==> config.mk <==
export PLATFORM = sky130hd
export DESIGN_NAME = dmem_bus_bridge
export DESIGN_NICKNAME = d
export VERILOG_FILES = /design/src/rtl/dmem_bus_bridge.sv
export SDC_FILE = /design/constraint.sdc
export NUM_CORES = 1
export LEC_CHECK = 0
export BUFFER_PORTS_ARGS = -buffer_cell sky130_fd_sc_hd__buf_2
export CAP_MARGIN = 0
export CORE_MARGIN = 2
export CORE_UTILIZATION = 44
export DETAILED_ROUTE_END_ITERATION = 16
export PLACE_DENSITY = 0.8
export SLEW_MARGIN = 25
export SYNTH_ARGS = -nofsm -noshare
export SYNTH_HDL_FRONTEND = slang
export SYNTH_SLANG_ARGS = --single-unit
==> constraint.sdc <==
create_clock -name clk -period 1.8 [get_ports clk]
set_input_delay 0.27 -clock clk [delete_from_list [all_inputs] [get_ports clk]]
set_output_delay 0.27 -clock clk [all_outputs]
set_load 0.005 [all_outputs]
==> src/rtl/dmem_bus_bridge.sv <==
// Data-memory bridge: stalls the CPU pipeline while a single load/store is
// carried out over a request/ack bus, with a sticky timeout flag.
module dmem_bus_bridge #(
  parameter int unsigned MAX_WAIT = 255
) (
  input  logic        clk,
  input  logic        rst,
  input  logic        en_in,
  output logic        cpu_en,
  input  logic [3:0]  cpu_mem_write_en,
  input  logic        cpu_mem_read_en,
  input  logic [31:0] cpu_mem_addr,
  input  logic [31:0] cpu_mem_write_data,
  output logic [31:0] cpu_mem_read_data,
  output logic        bus_req,
  output logic [3:0]  bus_we,
  output logic [31:0] bus_addr,
  output logic [31:0] bus_wdata,
  input  logic        bus_ack,
  input  logic [31:0] bus_rdata,
  output logic        bus_err
);

  localparam int unsigned CW = (MAX_WAIT > 1) ? $clog2(MAX_WAIT) : 1;
  localparam logic [CW-1:0] LAST_CNT = CW'(MAX_WAIT - 1);

  typedef enum logic [1:0] {IDLE, WAIT, DONE} state_t;

  state_t        state_q, state_d;
  logic          bus_req_q, bus_req_d;
  logic [3:0]    bus_we_q, bus_we_d;
  logic [31:0]   bus_addr_q, bus_addr_d;
  logic [31:0]   bus_wdata_q, bus_wdata_d;
  logic [31:0]   rd_data_q, rd_data_d;
  logic [31:0]   pend_q, pend_d;
  logic [CW-1:0] wait_cnt_q, wait_cnt_d;
  logic          bus_err_q, bus_err_d;
  logic          cpu_en_c;
  logic          access;

  assign access = cpu_mem_read_en | (|cpu_mem_write_en);

  always_comb begin
    state_d     = state_q;
    bus_we_d    = bus_we_q;
    bus_addr_d  = bus_addr_q;
    bus_wdata_d = bus_wdata_q;
    rd_data_d   = rd_data_q;
    pend_d      = pend_q;
    wait_cnt_d  = wait_cnt_q;
    bus_err_d   = bus_err_q;
    cpu_en_c    = 1'b0;

    case (state_q)
      IDLE: begin
        cpu_en_c = en_in;
        if (en_in && access) begin
          cpu_en_c    = 1'b0;
          // Write enables pass straight through: a pure read latches 0,
          // and any set byte lane makes the access a write.
          bus_we_d    = cpu_mem_write_en;
          bus_addr_d  = cpu_mem_addr;
          bus_wdata_d = cpu_mem_write_data;
          wait_cnt_d  = '0;
          state_d     = WAIT;
        end
      end
      WAIT: begin
        if (bus_ack) begin
          if (bus_we_q == 4'b0000) pend_d = bus_rdata;
          wait_cnt_d = '0;
          state_d    = DONE;
        end else if (wait_cnt_q == LAST_CNT) begin
          bus_err_d  = 1'b1;
          pend_d     = '0;
          wait_cnt_d = '0;
          state_d    = DONE;
        end else begin
          wait_cnt_d = wait_cnt_q + 1'b1;
        end
      end
      DONE: begin
        // The CPU advances here; load data lands on the following edge.
        cpu_en_c = en_in;
        if (en_in) begin
          if (bus_we_q == 4'b0000) rd_data_d = pend_q;
          state_d = IDLE;
        end
      end
      default: state_d = IDLE;
    endcase

    bus_req_d = (state_d == WAIT);
  end

  always_ff @(posedge clk) begin
    if (!rst) begin
      state_q     <= IDLE;
      bus_req_q   <= 1'b0;
      bus_we_q    <= '0;
      bus_addr_q  <= '0;
      bus_wdata_q <= '0;
      rd_data_q   <= '0;
      pend_q      <= '0;
      wait_cnt_q  <= '0;
      bus_err_q   <= 1'b0;
    end else begin
      state_q     <= state_d;
      bus_req_q   <= bus_req_d;
      bus_we_q    <= bus_we_d;
      bus_addr_q  <= bus_addr_d;
      bus_wdata_q <= bus_wdata_d;
      rd_data_q   <= rd_data_d;
      pend_q      <= pend_d;
      wait_cnt_q  <= wait_cnt_d;
      bus_err_q   <= bus_err_d;
    end
  end

  assign cpu_en            = cpu_en_c & rst;
  assign cpu_mem_read_data = rd_data_q;
  assign bus_req           = bus_req_q;
  assign bus_we            = bus_we_q;
  assign bus_addr          = bus_addr_q;
  assign bus_wdata         = bus_wdata_q;
  assign bus_err           = bus_err_q;

endmodule

==> results.cfg, run 1 <==
[run_status]
status = completed

[route]
wl_per_cell_um = 13.9
first_pass_iters = 4
met2_wire_length_um = 6830
detailroute.wirelength.met3_um = 1310
remaining_drc_errors = 0
ant_nets = 0
highest-signal-layer = met4
num_vias = 5244
post_route_wl_um = 14400
drt_iter0_markers = 355
viasPerCell = 5.08
m1WireLength_um = 6030

[setup_path]
critPathLaunchType = flop
rr_endpoint = pend_q[22]$_SDFFE_PN0P_
worstReg2RegStart = bus_we[2]$_SDFFE_PN0P_
data_arrival_time_of_the_critical_path_ns = 1.42
worstPathMaxFanout = 6
setup.worst_path.end_class = output port
r2r.worst_path.cells = 5
critical_path.slowest_cell = dfxtp_1
critPathTopFamily = flip-flops
cp_cell_sequence = and2b_1 > o211a_1 > buf_2
worstPathRequired_ns = 1.53
critical_path.max_stage_delay_ns = 0.49
rrSetupSlack_ns = 0.11
worstPathBufferInverterCount = 1
worstSetupPathType = flop to output port

[global_route]
grt_pass1_wl_um = 22400
via_count_of_the_first_global_routing_pass = 4749
grt_overflow = 0
global_route.usage.total_pct = 21.0
largest_net_degree_at_the_start_of_global_routing = 74
grt_antenna_before_repair = 2

[logic_synthesis]
synth-seq-area-share_pct = 52.1
synth_area_leaders = dfxtp_1, a21oi_1, nand2_1, a211oi_1, a211oi_2
synth_cell_types = 40
yosys.area.top_type_share_pct = 52.1
synth.ff_latch_count = 144
syn_nets = 767
synth_warnings = 0
syn_inst = 660
yosys.area.top_type = dfxtp_1
avg_cell_area_syn_um2 = 8.38
netlist_area_um2 = 5530

[cells_and_area]
final_common_cell = buf_2
multi_input_area_um2 = 2380
synthToLayoutAreaGrowth_pct = 34.6
final.fill_count = 1072
final_cell_mix = buf_2, nand2_1, a21oi_1
layout.area.seq_um2 = 2890
final_net_count = 957
post_route_cells_drive_above_1_share_pct = 33.1
finalCoreUtilization_pct = 61.3

[timing]
period_minus_slack_ns = 1.69
slew_violations = 0
finalCritPeriodShare_pct = 93.6
fin_hold_ws_ns = 0.0851
fin_setup_tns_ns = 0
slew-limit-headroom_pct = 75.2
worst_slew_pin_slew_ns = 0.372
hold_viol = 0
setup_slack_ns = 0.115
max_freq_ghz = 0.593
final.setup_skew_ns = 0.0119
final-setup-viol-count = 0

[cts]
clock_transition_at_the_registers_of_the_reported_paths_ns = 0.06
clkSinkCount = 144
cts_resized = 0
tritoncts = built
cts_inserted_buffers = 17
cts.htree.levels = 4
root_buffer = clkbuf_16
cts_max_path_buffers = 2
post-cts-setup-buffers = 0
worstSkewPairLatency_ns = 0.42
postCtsHoldBufs = 0

[hold_path]
hold_path_endpoint = bus_addr[26]$_SDFFE_PN0P_
hold_path.startpoint = cpu_mem_addr[26]
hold-path-cell-count = 3
holdCritPathClass = primary input to flop

[die]
row_count = 40
fp.dieArea_um2 = 13500
start_util_pct = 45.5
design.core.area_um2 = 12200
io_pins = 208
die_w_um = 116
chipHeight_um = 116

[placement]
place_ws_ns = 0.0397
detailedPlacementHpwl_um = 9490
gpl_wtd_cong = 0.828
port_buffers = 207

[power_and_ir_drop]
pwr_density_cell_nw_per_um2 = 1090
leakagePower_nw = 3.18
ir_drop_uv = 866
total_power_w = 0.00815

[job]
max_cap_viol = 0
[worst min-delay path, cell delays in order]
cell     delay [ns]
buf_2          0.09
nand2_1        0.04
a21oi_1        0.05
[how the worst max path moves through the flow]
stage                                          start                    endpoint  slack (ns)  depth (start not counted)
after floorplan           wait_cnt_q[0]$_SDFFE_PN0P_  wait_cnt_q[5]$_SDFFE_PN0P_         0.1                          6
after global placement           cpu_mem_write_en[3]  wait_cnt_q[5]$_SDFFE_PN0P_        0.11                          6
after detailed placement      bus_we[3]$_SDFFE_PN0P_     pend_q[22]$_SDFFE_PN0P_        0.04                          5
after CTS                     bus_we[3]$_SDFFE_PN0P_     pend_q[22]$_SDFFE_PN0P_        0.02                          5
after global routing          bus_we[2]$_SDFFE_PN0P_     pend_q[11]$_SDFFE_PN0P_       -0.02                          5
final                          state_q[0]$_SDFF_PN0_                      cpu_en        0.11                          3
[cell type report]
cell class | count | share of cell area (%)
tap | 168 | 2.82
inverter | 5 | 0.286
sequential | 144 | 38.7
antenna | 2 | 0.0672
clock buffer | 23 | 6.55
timing repair buffer | 226 | 17.2
multi-input combinational | 456 | 31.9
clock inverter | 9 | 2.38
[logic make-up (layout without fill, tap and decap cells)]
family,Yosys count,count (layout),share of synthesized area [%]
multiplexers,1,1,0.181
XOR/XNOR,2,2,0.317
adder cells (fa/ha/maj),2,2,0.452
buffers and inverters,60,263,5.83
AO/OA/AOI/OAI,217,217,23.3
flip-flops,144,144,52.1
AND/OR/NAND/NOR,234,234,17.8
other,0,2,0
[sequential cells by signal (all words and copies together), names as in the netlist]
register,count
pend_q,32
bus_we,4
bus_wdata,32
cpu_mem_read_data,32
bus_req,1
bus_addr,32
wait_cnt_q,8
state_q,2
bus_err,1
[power by group]
group	switching, W	internal, W
logic	0.000478	0.000352
registers	0.0000728	0.00332
clock network	0.00132	0.00261
total	0.00187	0.00628
[per-layer routing]
layer	vias to the layer above	global-route usage, %
met1	2398	26.2
met5	-	0
li1	2638	-
met4	0	7.54
met2	193	33.0
met3	15	8.77
[synth_stat cells]
master	n
nand4_1	6
and2b_1	1
and4_1	2
o31a_1	2
nor3b_4	1
xnor2_1	1
buf_2	15
o21ai_1	2
and3_1	2
ha_1	2
a32oi_1	3
o311ai_1	1
buf_4	11
dfxtp_1	144
nor4_1	1
a22oi_1	3
mux2i_1	1
a211oi_2	11
inv_1	5
a31oi_1	2
clkbuf_1	23
nor3b_1	1
or3_4	1
xor2_1	1
nand3_1	6
nand2b_4	1
nor4_4	1
buf_1	1
and4b_1	1
o21a_1	1
nor3_1	3
nor2_1	8
o31ai_4	1
nand2_1	199
buf_6	5
a2111oi_2	1
o211a_1	1
a21oi_1	164
o21ai_0	3
a211oi_1	22
[stage by stage]
step           instances  instance area, µm²
3_5_place_dp         998                6710
6_report            1033                7450
5_1_grt             1033                7450
3_3_place_gp         998                6710
4_1_cts             1030                7370
2_1_floorplan        660                5530
Note: power is estimated with default switching activity, not from simulation.
==> run 2: changes to the inputs <==
RECOVER_POWER = 50   (was not set)
SETUP_SLACK_MARGIN = 0.4   (was not set)
==> results.cfg, run 2 (synthesized netlist as in run 1, its figures left out) <==
[run_status]
status = completed

[timing]
slew-limit-headroom_pct = 60.7
fin_setup_tns_ns = 0
worst_slew_pin_slew_ns = 0.589
max_freq_ghz = 0.570
slew_violations = 0
setup_slack_ns = 0.0460
period_minus_slack_ns = 1.75
finalCritPeriodShare_pct = 97.4
final.setup_skew_ns = 0.00743
hold_viol = 0
grt_setup_unrepaired = yes
final-setup-viol-count = 0

[setup_path]
worstSetupPathType = flop to flop
rr_endpoint = pend_q[4]$_SDFFE_PN0P_
worstReg2RegStart = bus_we[2]$_SDFFE_PN0P_
worstPathMaxFanout = 8
setup.worst_path.end_class = flop
critPathLaunchType = flop
data_arrival_time_of_the_critical_path_ns = 2.09
rrSetupSlack_ns = 0.05
worstPathRequired_ns = 2.13
r2r.worst_path.cells = 6

[cells_and_area]
post_route_cells_drive_above_1_share_pct = 44.7
final_cell_area_um2 = 8800
final_common_cell = dfxtp_1
final_cell_mix = dfxtp_1, buf_2, nand2_1
antennaDiodeCount = 0
final_net_count = 992
stdcell_count = 1066
synthToLayoutAreaGrowth_pct = 59.1

[route]
num_vias = 5999
wl_per_cell_um = 19.5
post_route_wl_um = 20800
drt_iter0_markers = 611
viasPerCell = 5.63
first_pass_iters = 5
ant_nets = 0
remaining_drc_errors = 0

[die]
design.core.area_um2 = 12200
chipHeight_um = 116
row_count = 40
io_pins = 208
start_util_pct = 45.5
die_w_um = 116
fp.dieArea_um2 = 13500

[hold_path]
hold_path_endpoint = bus_wdata[1]$_SDFFE_PN0P_
hold_path.startpoint = cpu_mem_write_data[1]
hold-path-cell-count = 3
holdCritPathClass = primary input to flop

[power_and_ir_drop]
power.clock.fraction_pct = 44.4
total_power_w = 0.00857
leakagePower_nw = 3.56
power.share.sequential_pct = 40.0
net-switching-power_w = 0.00226
ir_drop_uv = 794
power.combinational.fraction_pct = 15.7
p_int_w = 0.00631
pwr_density_cell_nw_per_um2 = 974
swShare_pct = 26.4

[global_route]
largest_net_degree_at_the_start_of_global_routing = 77
grt_antenna_before_repair = 0
global_route.usage.total_pct = 23.0
grt_overflow = 0
via_count_of_the_first_global_routing_pass = 5070
grt_pass1_wl_um = 24200

[cts]
cts.htree.levels = 4
cts_max_path_buffers = 2
tritoncts = built
root_buffer = clkbuf_16
clkSinkCount = 144
worstSkewPairLatency_ns = 0.43
postCtsHoldBufs = 0
clock_transition_at_the_registers_of_the_reported_paths_ns = 0.06
cts_inserted_buffers = 17

[placement]
detailedPlacementHpwl_um = 9160
gpl_wtd_cong = 0.796
place_ws_ns = 0.128
postPlaceCellArea_um2 = 6720
placed_cells_incl_taps = 992
port_buffers = 207

[job]
max_cap_viol = 0
==> run 2: changes by cell type in the layout (fill, tap and decap cells not counted), moves of 7 or more <==
cell	delta
clkbuf_16	+12
a211oi_1	-7
clkbuf_1	+64
nand2_1	-68
a21oi_2	+51
buf_2	-69
buf_6	+11
a21oi_1	-57
nand2_2	+22
nand2_4	+46
==> run 2: cell type report <==
cell class              instances  area (µm²)
clock inverters                13         184
clock buffers                  19         453
flip-flops and latches        144        2890
multi-input cells             456        3160
fillers                       847        3360
well taps                     168         210
inverters                       5        21.3
repair buffers                261        1880
==> run 2: per-stage QoR <==
step	utilization [%]	hold WS (ns)
6_report	72.4	0.0786
5_1_grt	72.4	0.0795
4_1_cts	63.0	0.0696
3_5_place_dp	55.3	0.442
3_3_place_gp	55.3	0.438
2_1_floorplan	-	0.406
==> run 2: what timing repair did <==
action                     CTS  global route
cloned                       6            19
setup endpoints to repair  128           144
pin swaps                    8           124
gates resized for setup     20           219
buffers inserted             9             8
==> run 2: per-layer routing <==
metal	up-vias	share of wire, %	routed length, µm	global-route usage [%]
met5	-	0	0	0
met4	0	3.9	814	9.21
met3	80	8.5	1770	7.73
met2	351	51	10600	39.4
met1	2843	37	7620	26.4
li1	2725	-	-	-
==> run 2: critical path, cell delays in order, from the launching register on <==
cell      delay (ns)
dfxtp_1         0.34
nor4_4          0.32
and4b_4         0.35
buf_12          0.16
buf_16          0.15
a21oi_1         0.11
a211oi_2        0.23
==> run 2: power groups by stage <==
stage               Clock [W]  Sequential (W)  Combinational (W)
CTS                   0.00382         0.00339           0.000906
floorplan                   0         0.00347           0.000494
detailed placement          0         0.00346           0.000812
global route          0.00396         0.00344            0.00142
finish                0.00380         0.00343            0.00134
global placement            0         0.00346           0.000803
==> run 2: worst max-delay path by stage <==
stage	from	to	slack, ns	depth (start not counted)
final	bus_we[2]$_SDFFE_PN0P_	pend_q[4]$_SDFFE_PN0P_	0.05	6
after global routing	bus_we[2]$_SDFFE_PN0P_	pend_q[4]$_SDFFE_PN0P_	-0.02	6
after CTS	state_q[0]$_SDFF_PN0_	cpu_en	0.17	3
after detailed placement	cpu_mem_write_en[3]	bus_wdata[25]$_SDFFE_PN0P_	0.13	6
after global placement	cpu_mem_write_en[3]	wait_cnt_q[5]$_SDFFE_PN0P_	0.19	6
after floorplan	bus_we[2]$_SDFFE_PN0P_	pend_q[11]$_SDFFE_PN0P_	0.35	6
==> run 3: changes to the inputs <==
CORE_UTILIZATION = 45   (was 44)
PLACE_DENSITY = 0.78   (was 0.8)
RECOVER_POWER = not set   (was 50)
clock period = 2.2 ns   (was 1.8 ns; I/O delays follow)
==> results.cfg, run 3 (synthesized netlist as in run 1, its figures left out) <==
[timing]
worst_slew_pin_slew_ns = 0.637
final.setup_skew_ns = 0.00612
fin_setup_tns_ns = 0
final-setup-viol-count = 0
fin_hold_ws_ns = 0.144
period_minus_slack_ns = 1.72
max_freq_ghz = 0.582
grt_setup_unrepaired = yes
setup_slack_ns = 0.480
finalCritPeriodShare_pct = 78.2
slew-limit-headroom_pct = 57.6
slew_violations = 0
hold_viol = 0

[placement]
gpl_wtd_cong = 0.795
detailedPlacementHpwl_um = 8900
port_buffers = 207
place_ws_ns = 0.346
placed_cells_incl_taps = 970

[global_route]
global_route.usage.total_pct = 20.5
grt_antenna_before_repair = 0
largest_net_degree_at_the_start_of_global_routing = 138
grt_pass1_wl_um = 21700
grt_overflow = 0
via_count_of_the_first_global_routing_pass = 4644

[die]
design.core.area_um2 = 12000
die_w_um = 115
start_util_pct = 46.1
io_pins = 208
fp.dieArea_um2 = 13200
row_count = 40
chipHeight_um = 115

[power_and_ir_drop]
pwr_density_cell_nw_per_um2 = 840
ir_drop_uv = 585
leakagePower_nw = 3.10
total_power_w = 0.00609

[setup_path]
setup.worst_path.end_class = flop
critPathLaunchType = flop
critical_path.max_stage_delay_ns = 0.38
data_arrival_time_of_the_critical_path_ns = 2.06
critical_path.slowest_cell = dfxtp_4
worstSetupPathType = flop to flop
worstPathMaxFanout = 8
critPathTopFamily = flip-flops
worstPathRequired_ns = 2.54
worstPathBufferInverterCount = 2
cp_cell_sequence = inv_1 > ha_1 > and4_1 > a2111oi_2 > buf_4 > nand4_1 > mux2i_1

[cells_and_area]
final_cell_mix = buf_2, nand2_1, a21oi_1
final_common_cell = buf_2
synthToLayoutAreaGrowth_pct = 31.0
layout.area.seq_um2 = 2890
final_net_count = 955
post_route_cells_drive_above_1_share_pct = 32.2
final.fill_count = 1062
antennaDiodeCount = 0
multi_input_area_um2 = 2340
stdcell_count = 1007

[route]
drt_iter0_markers = 462
wl_per_cell_um = 14.1
viasPerCell = 5.18
num_vias = 5215
first_pass_iters = 5
remaining_drc_errors = 0
ant_nets = 0
post_route_wl_um = 14200

[cts]
root_buffer = clkbuf_16
worstSkewPairLatency_ns = 0.42
cts_inserted_buffers = 17
clock_transition_at_the_registers_of_the_reported_paths_ns = 0.06
cts.htree.levels = 4
tritoncts = built
cts_max_path_buffers = 2
clkSinkCount = 144

[hold_path]
holdCritPathClass = primary input to flop

[job]
max_cap_viol = 0

[run_status]
status = completed
run 3: what timing repair did:
item,in CTS,in global routing
setup buffers,0,1
gates cloned,0,5
pin swaps,0,4
resized for setup,2,4
hold buffers,0,0
setup endpoints to repair,4,29
run 3: power by group:
| group | total [W] | switching (W) | internal [W] |
|---|---|---|---|
| Clock | 0.00264 | 0.00107 | 0.00157 |
| Sequential | 0.00278 | 0.0000602 | 0.00272 |
| Combinational | 0.000674 | 0.000387 | 0.000287 |
run 3: layout make-up:
cell class	instances	share of cell area, %
well taps	147	2.54
flip-flops and latches	144	39.9
clock inverters	10	1.24
multi-input cells	456	32.3
inverters	5	0.293
repair buffers	224	17.6
clock buffers	21	6.21
run 3: metrics by stage:
step | util [%] | cell area (µm²)
floorplan | - | 5530
global placement | 55.0 | 6600
detailed placement | 55.0 | 6600
CTS | 59.5 | 7150
global route | 60.4 | 7250
finish | 60.4 | 7250
run 3: path summary, 6_finish.rpt:
check / startpoint / to / slack, ns / cells after the start
max: wait_cnt_q[0]$_SDFFE_PN0P_ / wait_cnt_q[5]$_SDFFE_PN0P_ / 0.48 / 7
min reg2reg: bus_wdata[21]$_SDFFE_PN0P_ / bus_wdata[21]$_SDFFE_PN0P_ / 0.45 / 2
min: cpu_mem_write_data[2] / bus_wdata[2]$_SDFFE_PN0P_ / 0.14 / 3
max reg2reg: wait_cnt_q[0]$_SDFFE_PN0P_ / wait_cnt_q[5]$_SDFFE_PN0P_ / 0.48 / 7
run 3: per-layer routing:
metal | share of wire [%] | GRT usage (%)
met5 | 0 | 0
met4 | 1.9 | 8.76
met3 | 9.5 | 8.33
met2 | 46 | 31.5
met1 | 42 | 25.5
run 3: worst register-to-register path, cell delays in order, from the launching register on:
cell       delay (ns)
dfxtp_4          0.38
inv_1            0.05
ha_1             0.18
and4_1           0.26
a2111oi_2        0.37
buf_4            0.19
nand4_1          0.09
mux2i_1          0.13
